===== src/rtl/bram_arbiter.sv =====
// Two-master round-robin front end for a single-port synchronous RAM.
// Registers the winning command onto the RAM port and tags reads so data returns to the issuer.
module bram_arbiter #(
  parameter int DATA_WIDTH = 8,
  parameter int ADDR_WIDTH = 8
) (
  input  logic                  clk,
  input  logic                  rst_n,
  input  logic                  m0_req,
  input  logic                  m0_we,
  input  logic [ADDR_WIDTH-1:0] m0_addr,
  input  logic [DATA_WIDTH-1:0] m0_wdata,
  output logic                  m0_gnt,
  output logic                  m0_rvalid,
  output logic [DATA_WIDTH-1:0] m0_rdata,
  input  logic                  m1_req,
  input  logic                  m1_we,
  input  logic [ADDR_WIDTH-1:0] m1_addr,
  input  logic [DATA_WIDTH-1:0] m1_wdata,
  output logic                  m1_gnt,
  output logic                  m1_rvalid,
  output logic [DATA_WIDTH-1:0] m1_rdata,
  output logic                  ram_cs,
  output logic                  ram_we,
  output logic [ADDR_WIDTH-1:0] ram_address,
  output logic [DATA_WIDTH-1:0] ram_data_in,
  input  logic [DATA_WIDTH-1:0] ram_data_out
);

  logic                  prio;
  logic                  xfer;
  logic                  xfer_id;
  logic                  xfer_we;
  logic [ADDR_WIDTH-1:0] xfer_addr;
  logic [DATA_WIDTH-1:0] xfer_wdata;
  logic                  vld_p1, id_p1, rd_p1;
  logic                  vld_p2, id_p2, rd_p2;

  // p0: combinational grant; prio picks the winner only on a tie
  always_comb begin
    m0_gnt = 1'b0;
    m1_gnt = 1'b0;
    if (rst_n) begin
      if (m0_req && m1_req) begin
        m0_gnt = ~prio;
        m1_gnt = prio;
      end else begin
        m0_gnt = m0_req;
        m1_gnt = m1_req;
      end
    end
  end

  assign xfer       = m0_gnt | m1_gnt;
  assign xfer_id    = m1_gnt;
  assign xfer_we    = m1_gnt ? m1_we    : m0_we;
  assign xfer_addr  = m1_gnt ? m1_addr  : m0_addr;
  assign xfer_wdata = m1_gnt ? m1_wdata : m0_wdata;

  // p1: command register on the RAM port plus tag stage A
  always_ff @(posedge clk) begin
    if (!rst_n) begin
      prio        <= 1'b0;
      ram_cs      <= 1'b0;
      ram_we      <= 1'b0;
      ram_address <= '0;
      ram_data_in <= '0;
      vld_p1      <= 1'b0;
      id_p1       <= 1'b0;
      rd_p1       <= 1'b0;
      vld_p2      <= 1'b0;
      id_p2       <= 1'b0;
      rd_p2       <= 1'b0;
    end else begin
      ram_cs <= xfer;
      ram_we <= xfer & xfer_we;
      if (xfer) begin
        prio        <= ~xfer_id;
        ram_address <= xfer_addr;
        ram_data_in <= xfer_wdata;
      end
      vld_p1 <= xfer;
      id_p1  <= xfer_id;
      rd_p1  <= ~xfer_we;
      // p2: tag stage B lines up with the RAM's registered read data
      vld_p2 <= vld_p1;
      id_p2  <= id_p1;
      rd_p2  <= rd_p1;
    end
  end

  assign m0_rvalid = vld_p2 & rd_p2 & ~id_p2;
  assign m1_rvalid = vld_p2 & rd_p2 &  id_p2;
  assign m0_rdata  = ram_data_out;
  assign m1_rdata  = ram_data_out;

endmodule


===== config.mk =====
export PLATFORM = sky130hd
export DESIGN_NAME = bram_arbiter
export DESIGN_NICKNAME = d
export VERILOG_FILES = /design/src/rtl/bram_arbiter.sv
export SDC_FILE = /design/constraint.sdc
export NUM_CORES = 1
export LEC_CHECK = 0
export CELL_PAD_IN_SITES_DETAIL_PLACEMENT = 1
export CELL_PAD_IN_SITES_GLOBAL_PLACEMENT = 1
export CORE_AREA = 2 2 76 78
export CTS_CLUSTER_DIAMETER = 30
export DETAILED_ROUTE_END_ITERATION = 16
export DIE_AREA = 0 0 78 80
export PLACE_DENSITY_LB_ADDON = 0.25
export SLEW_MARGIN = 10
export SYNTH_ARGS = -nofsm -noshare
export SYNTH_HDL_FRONTEND = slang
export SYNTH_SLANG_ARGS = --single-unit

===== constraint.sdc =====
create_clock -name clk -period 1.5 [get_ports clk]
set_clock_uncertainty 0.05 [all_clocks]
set_input_delay 0.375 -clock clk [delete_from_list [all_inputs] [get_ports clk]]
set_output_delay 0.375 -clock clk [all_outputs]
set_load 0.005 [all_outputs]

# == After elaboration in Yosys (flattened, before gate mapping) ==
# Cells that the tools add are included.
# totals
ff_bits,24
in_bits,46
out_inout_bits,38
wordCells,27
# op_classes
n_mux,7
bitwise,9
n_reduce_logical,1
# ops
cell,count
$mux 8,2
$mux 1,5
$and 1x1->1,4
$not 1->1,4
$logic_and 1x1->1,1
$or 1x1->1,1

# == Depth between registers and ports, before layout ==
# Gate-level depths: netlist (run 1).
# logic_depth
depth_word,5
ltp_mapped,5

# == Worst setup path after synthesis (run 1) ==
# No wires, ideal clock.
# synth_path
path_kind,input to output
start,input rst_n
end,output m1_gnt
t_arrival_ps,933
required_time_ps,1075
setup_slack_ps,142
stages,4
n_path_buf,2
cell_sequence,and2_1 -> and2_4 -> buf_6 -> buf_12
# synth_via
elab_chain_len,1
# synth_rtl
item,line,rtl
start: declaration,8,"input logic rst_n,"
$mux 1,43,if (rst_n) begin
end: declaration,20,"output logic m1_gnt,"
# No other way between the ends.

# == Final worst setup path (run 1) ==
# layout_path
start,input m1_req
end,output m0_gnt
# layout_via
elab_chain_len,3
# layout_rtl
item,line,rtl
start: declaration,16,"input logic m1_req,"
$logic_and 1x1->1,44,if (m0_req && m1_req) begin
$mux 1,44,
$mux 1,43,
end: declaration,13,"output logic m0_gnt,"
# No other way between the ends.

==> impl_results.md, run 1 <==
- Outcome: completed
- Crit end category: primary output
- Largest net degree at the start of global routing: 21
- Core outline area: 5405 sq um
- Count of yosys warnings during synthesis: 0
- Post-Syn Nets: 181
- Synthesized instance count: 135
- Cell area after layout: 1929 sq um
- Total Die Area: 6240 sq um
- Post-synthesis sequential element count: 24
- X dimension of the die: 78 um
- Register-to-register setup slack: 0.12 ns
- Placed instance area: 1886 sq um
- Top-level port count: 84
- Detailed-route vias per instance: 4.397
- Effective utilization at floorplan: 24.07%
- Fraction of layout cells with a size suffix above 1: 23.78%
- Maximum level of the CTS H-tree: 1
- Standard-cell rows: 27
- Routed wirelength normalized by instance count: 14.70 um
- Initial antenna violation count: 0
- Die height: 80 um
- Slew Viols, Final: 0
- Wire length of the first global-routing pass: 6.147 mm
- Drt first pass iters: 4
- Area added between synthesis and finish: 48.27%
- Min Hold Slack: 0.3968 ns
- Max-Slew Margin vs Limit: 77.95%
- Mean Syn Cell Area: 9.639 sq um
- DRC: 0
- Final setup vio count: 0
- Required time reported for the critical path endpoint: 1.07 ns
- Library cells used by synthesis: 21
- Crit path arrival time: 1.05 ns
- Worst Setup Slack, final: 0.02905 ns
- Area of the mapped netlist: 1301 sq um
- ANT cells: 0
- Post-layout utilization of the core: 35.69%
- Vias post-DR: 1130
- Worst Setup Start Kind: primary input
- Starting DRT DRC Count: 35
- Fin nets: 232
- Shortest clock period the worst path allows after layout: 1.471 ns
- Post-CTS Hold Fix Bufs: 0
- Crit-path max FO: 4
- Clock tree buffer depth: 2
- Transition at the pin with the smallest max-transition slack: 0.3308 ns
- Setup repair after global routing missed its margin: true
- Worst setup path category: primary input to primary output
- Crit Reg-Reg Startpoint: prio
- Max Fclk: 0.6798 GHz
- Max-cap check violation count: 0
- Worst Hold Launch: rd_p1
- Number of nets with antenna violations after routing: 0
- TritonCTS clock tree: done
- Global-route usage over all layers: 12.47%
- Total global routing overflow: 0
- Post-synthesis sequential area ratio: 36.92%
- Share of the cycle needed by the critical path after routing: 98.06%
- Routability congestion estimate from global placement: 0.6354
- Hpwl dp: 2.892 mm
- Number of sinks handled by clock tree synthesis: 24
- Number of buffers inserted during clock tree synthesis: 3
- Master cell of the clock root buffer: clkbuf_8
- Sum of routed wire length over all layers: 3.778 mm
- Fin. Hold Viols: 0
- Vias in the first global route: 1246
- Power per standard cell area: 790.0 nW/um^2
- Post-place setup slack: -0.6656 ns
- Clock latency on the worst-skew pair: 0.26 ns
- Class of the most critical hold timing path: register to register
- Cell depth of the worst min-delay path: 1
- Hold Path End: rd_p2
- Worst VDD drop: 0.3267 mV
- Count of port buffers added during placement: 59
- CTS clk-pin slew, worst paths: 0.08 ns
- Endpoint of the worst register-to-register path: ram_address[5]
- Reg2Reg Depth: 4
- Leakage power summed over all cells: 0.7885 nW
cell families (layout without fill, tap and decap cells):
logic type | Yosys count | in the layout | synth area share (%)
AND/OR/NAND/NOR | 65 | 65 | 23.37
AO/OA/AOI/OAI | 20 | 20 | 25.19
buffers and inverters | 26 | 76 | 14.52
flip-flops | 24 | 24 | 36.92
registers in the layout (all words and copies together) (netlist names):
name	flops
ram_address	8
ram_data_in	8
id_p1	1
id_p2	1
prio	1
ram_we	1
rd_p1	1
rd_p2	1
vld_p1	1
vld_p2	1
cells in the final DEF, fill, tap and decap left out:
cell / instances
and3_1: 2
clkdlybuf4s50_1: 34
nor3b_2: 1
nor2_1: 1
a21oi_2: 1
nand2b_1: 2
a21bo_2: 1
nand3_1: 17
and2_1: 4
nor2_2: 1
o311ai_0: 5
dfxtp_1: 15
o311ai_4: 9
clkbuf_2: 1
o311ai_1: 2
buf_2: 1
dlygate4sd2_1: 22
buf_4: 13
clkdlybuf4s15_2: 1
and2_4: 2
clkbuf_8: 4
nand2_1: 34
dfxtp_2: 9
nor2b_1: 1
a21boi_0: 2
power by group:
| group | switching (mW) | internal (mW) | total, mW |
|---|---|---|---|
| logic | 0.153 | 0.217 | 0.370 |
| registers | 0.0227 | 0.694 | 0.716 |
| clock network | 0.204 | 0.234 | 0.438 |
| total | 0.380 | 1.14 | 1.52 |
routing by layer:
metal  share of wire [%]  up-vias  routed length, um  track usage (%)
met5                   0        -                  0                0
met4                0.64        0                 24            2.982
met3                 4.7        6                176            2.602
met2                  53       33               1989            22.93
met1                  42      534               1588            14.77
li1                    -      557                  -                -
cell usage after synthesis:
library cell  number  area [sq um]
and2_4             1         8.760
nand3_1           17         85.08
o311ai_1           1         8.760
buf_2              3         15.01
nand2_1           34         127.6
nor2b_1            1         6.260
nand2b_1           2         12.51
a21oi_1            1         5.000
clkbuf_1           4         15.01
and2_1             5         31.28
and3_1             2         12.51
o311ai_4           9         236.5
buf_4             17         127.6
o311ai_0           6         52.55
nor3b_2            1         12.51
dfxtp_1           24         480.5
nor2_1             2         7.510
buf_6              1         11.26
buf_12             1         20.02
a21bo_2            1         10.01
a21boi_0           2         15.01
what timing repair did:
action | in CTS | in global routing
setup buffers | 1 | 0
resized for setup | 41 | 3
endpoints found under the setup margin | 40 | 3
metrics by stage:
step	power, mW	setup TNS [ns]	std cells
2_1_floorplan	0.9244	0	135
4_1_cts	1.544	-0.05581	257
6_report	1.524	0	257
5_1_grt	1.619	-0.001696	257
3_5_place_dp	1.135	-8.887	252
3_3_place_gp	1.123	-8.178	252
worst max-delay path, cell delays in order:
cell           delay, ns
dlygate4sd2_1       0.26
buf_4               0.16
a21oi_2             0.12
buf_2               0.12
worst max path at each step:
stage,slack [ns],endpoint,start
final,0.03,m0_gnt,m1_req
after global routing,-0.002,m0_gnt,m1_req
after CTS,-0.06,m1_gnt,m1_req
after detailed placement,-0.67,m1_gnt,rst_n
after global placement,-0.65,m1_gnt,rst_n
after floorplan,0.14,m1_gnt,rst_n
layout make-up:
cell class              count  area (sq um)
fillers                   640          3476
repair buffers             72         651.9
flip-flops and latches     24         491.7
clock buffers               4         55.05
multi-input cells          85         640.6
well taps                  72         90.09
(Power assumes the default switching activity.)
==> run 2, diff against run 1 <==
--- a/config.mk
+++ b/config.mk
@@ -7,10 +7,10 @@
 export LEC_CHECK = 0
 export CELL_PAD_IN_SITES_DETAIL_PLACEMENT = 1
 export CELL_PAD_IN_SITES_GLOBAL_PLACEMENT = 1
-export CORE_AREA = 2 2 76 78
+export CORE_AREA = 2 2 90 66
 export CTS_CLUSTER_DIAMETER = 30
 export DETAILED_ROUTE_END_ITERATION = 16
-export DIE_AREA = 0 0 78 80
+export DIE_AREA = 0 0 92 68
 export PLACE_DENSITY_LB_ADDON = 0.25
 export SLEW_MARGIN = 10
 export SYNTH_ARGS = -nofsm -noshare
==> constraint.sdc (replaced) <==
create_clock -name clk -period 1.6 [get_ports clk]
set_clock_uncertainty 0.05 [all_clocks]
set_input_delay 0.4 -clock clk [delete_from_list [all_inputs] [get_ports clk]]
set_output_delay 0.4 -clock clk [all_outputs]
set_load 0.005 [all_outputs]
==> run 2 against run 1 <==
Global-route usage increased by 0.59 points. Setup slack improved by 0.0062 ns. Final area increased by 2.6%. Die area increased by 0.26%. Count of clock-buffer cells in the layout unchanged. Sequential cell count unchanged. Sequential share of layout area decreased by 0.52 points. Via count increased by 1.8%. Combinational power increased by 1%. Cell count increased by 0.78%. Critical path type is now register to primary output. Largest cell class unchanged. Highest routed layer unchanged.
==> impl_results.md, run 2 (synthesized netlist as in run 1, its figures left out) <==
- Number of nets with antenna violations after routing: 0 (unchanged)
- TritonCTS clock tree: done
- Class of the most critical hold timing path: register to register
- Critical Path Slowest Stage Cell: clkdlybuf4s50_1
- Wire length of the first global-routing pass: 6.285 mm (+2.2%)
- Worst setup path category: register to primary output
- Part of the power in registers: 45.8% (-1.2 points)
- Post-CTS Hold Fix Bufs: 0 (unchanged)
- Fraction of layout cells with a size suffix above 1: 24.46% (+0.67 points)
- Total Die Area: 6256 sq um (+0.26%)
- Crit end category: primary output
- Outcome: completed
- Power per standard cell area: 746.3 nW/um^2 (-5.5%)
- Maximum level of the CTS H-tree: 1 (unchanged)
- Shortest clock period the worst path allows after layout: 1.565 ns
- Total global routing overflow: 0 (unchanged)
- Starting DRT DRC Count: 34 (-2.9%)
- Vias in the first global route: 1235 (-0.88%)
- Number of instances in the placed design: 254 (+0.79%)
- Area added between synthesis and finish: 52.12%
- Fin. Hold Viols: 0 (unchanged)
- Detailed-route vias per instance: 4.440 (+0.98%)
- Part of the power in combinational logic: 25.4% (+1.1 points)
- Worst VDD drop: 0.3433 mV (+5.1%)
- Biggest regs: ram_address (8), ram_data_in (8)
- Final setup vio count: 0 (unchanged)
- CTS clk-pin slew, worst paths: 0.09 ns (about the same)
- Worst Setup Start Kind: register
- Core outline area: 5468 sq um (+1.2%)
- Effective utilization at floorplan: 23.80% (-0.28 points)
- Number of buffers inserted during clock tree synthesis: 3 (unchanged)
- Standard-cell rows: 23 (-15%)
- Max-Slew Margin vs Limit: 77.33% (-0.61 points)
- Maximum single-stage delay on the critical path: 0.50 ns (+0.24 ns)
- Leakage power summed over all cells: 0.8041 nW (+2.0%)
- Routed wirelength normalized by instance count: 15.44 um (+5.0%)
- X dimension of the die: 92 um (+18%)
- Worst Setup Slack, final: 0.03522 ns (+0.006173 ns)
- Drt first pass iters: 4 (unchanged)
- Switching pwr: 0.3757 mW (-1.1%)
- Crit-path max FO: 2 (-2)
- Final Total Pwr: 1.477 mW (-3.1%)
- Share of the cycle needed by the critical path after routing: 97.80%
- Initial antenna violation count: 0 (unchanged)
- Required time reported for the critical path endpoint: 1.15 ns (+0.08 ns)
- Clock latency on the worst-skew pair: 0.26 ns (about the same)
- Largest delay contributor family on the critical path: buffers and inverters
- Number of sinks handled by clock tree synthesis: 24 (unchanged)
- Max Fclk: 0.6391 GHz
- Internal power: 1.101 mW (-3.7%)
- Slew Viols, Final: 0 (unchanged)
- Clock tree buffer depth: 2 (unchanged)
- Global-route usage over all layers: 13.06% (+0.59 points)
- Hpwl dp: 2.992 mm (+3.4%)
- Clock power share: 28.8% (about the same)
- Fin cells: 259 (+0.78%)
- ANT cells: 0 (unchanged)
- Critical path buffer and inverter count: 1 (-2)
- Post-place setup slack: -0.6119 ns (+0.05368 ns)
- Die height: 68 um (-15%)
- Fin nets: 231 (-0.43%)
- Cell area after layout: 1979 sq um (+2.6%)
- DRC: 0 (unchanged)
- Fraction of power spent switching nets: 25.43% (+0.51 points)
- Count of port buffers added during placement: 59 (unchanged)
- Max-cap check violation count: 0 (unchanged)
- Crit path arrival time: 1.11 ns (+0.06 ns)
- Master cell of the clock root buffer: clkbuf_8
- Transition at the pin with the smallest max-transition slack: 0.3400 ns (+0.009211 ns)
- Most frequent cells in the layout: clkdlybuf4s50_1 (47), nand2_1 (34), nand3_1 (17)
- Vias post-DR: 1150 (+1.8%)
- Routability congestion estimate from global placement: 0.7311 (+15%)
- Placed instance area: 1894 sq um (+0.46%)
- Largest net degree at the start of global routing: 21 (unchanged)
- Most common library cell in the layout ignoring fill and taps: clkdlybuf4s50_1
- Total negative setup slack: 0 ns (unchanged)
- Critical path, cell by cell: clkdlybuf4s50_1
- Top-level port count: 84 (unchanged)
- Sum of routed wire length over all layers: 3.999 mm (+5.8%)
run 2: cell count changes in the layout (fill, tap and decap cells not counted), moves of 2 or more:
cell,delta
buf_4,-2
dfxtp_1,-2
dlymetal6s2s_1,+5
dfxtp_2,+2
dlygate4sd2_1,-18
clkdlybuf4s50_1,+13
run 2: timing repair:
item	4_1_cts	5_1_grt
endpoints found under the hold margin	0	0
gates resized for setup	15	17
pin swaps	0	0
setup buffers	1	0
setup endpoints to repair	21	14
run 2: final cells by class:
type	count	area (sq um)
Sequential cell	24	494.2
Tap cell	75	93.84
Fill cell	623	3488
Timing Repair Buffer	71	691.9
Clock buffer	4	55.05
Multi-Input combinational cell	85	644.4
run 2: power groups by stage:
stage / Clock, mW / Combinational (mW) / Sequential (mW)
detailed placement: 0 / 0.379 / 0.687
CTS: 0.436 / 0.381 / 0.673
finish: 0.425 / 0.375 / 0.677
global placement: 0 / 0.371 / 0.684
floorplan: 0 / 0.181 / 0.685
global route: 0.460 / 0.404 / 0.683
run 2: metrics by stage:
step	hold slack [ns]	utilization, %
CTS	0.3983	35.70
global route	0.4146	36.20
detailed placement	0.3767	34.65
floorplan	0.3619	-
global placement	0.3724	34.65
finish	0.3964	36.20
run 2: per-layer routing:
metal	vias to the layer above	part of all wire, %	track usage, %
met5	-	0	0
met4	0	1.9	5.784
met3	11	7.7	4.185
met2	47	45	21.60
met1	541	45	15.88
li1	551	-	-
run 2: worst register-to-register path: stages (launching register included):
cell,delay (ns)
dfxtp_2,0.34
nand2b_4,0.14
and2_4,0.14
buf_4,0.23
o311ai_0,0.35
run 2: worst paths after layout:
path | from | end | slack [ns] | depth (start not counted)
setup / recovery | ram_data_in[0] | ram_data_in[0] | 0.04 | 1
hold / removal | id_p1 | id_p2 | 0.40 | 1
setup reg to reg | prio | ram_address[7] | 0.23 | 4
hold reg to reg | id_p1 | id_p2 | 0.40 | 1
==> run 3, diff against run 2 <==
--- a/config.mk
+++ b/config.mk
@@ -5,6 +5,7 @@
 export SDC_FILE = /design/constraint.sdc
 export NUM_CORES = 1
 export LEC_CHECK = 0
+export ABC_CLOCK_PERIOD_IN_PS = 1600
 export CELL_PAD_IN_SITES_DETAIL_PLACEMENT = 1
 export CELL_PAD_IN_SITES_GLOBAL_PLACEMENT = 1
 export CORE_AREA = 2 2 90 66
==> results of run 3 <==
The final DEF is identical to that of run 2; final timing and power are the same.
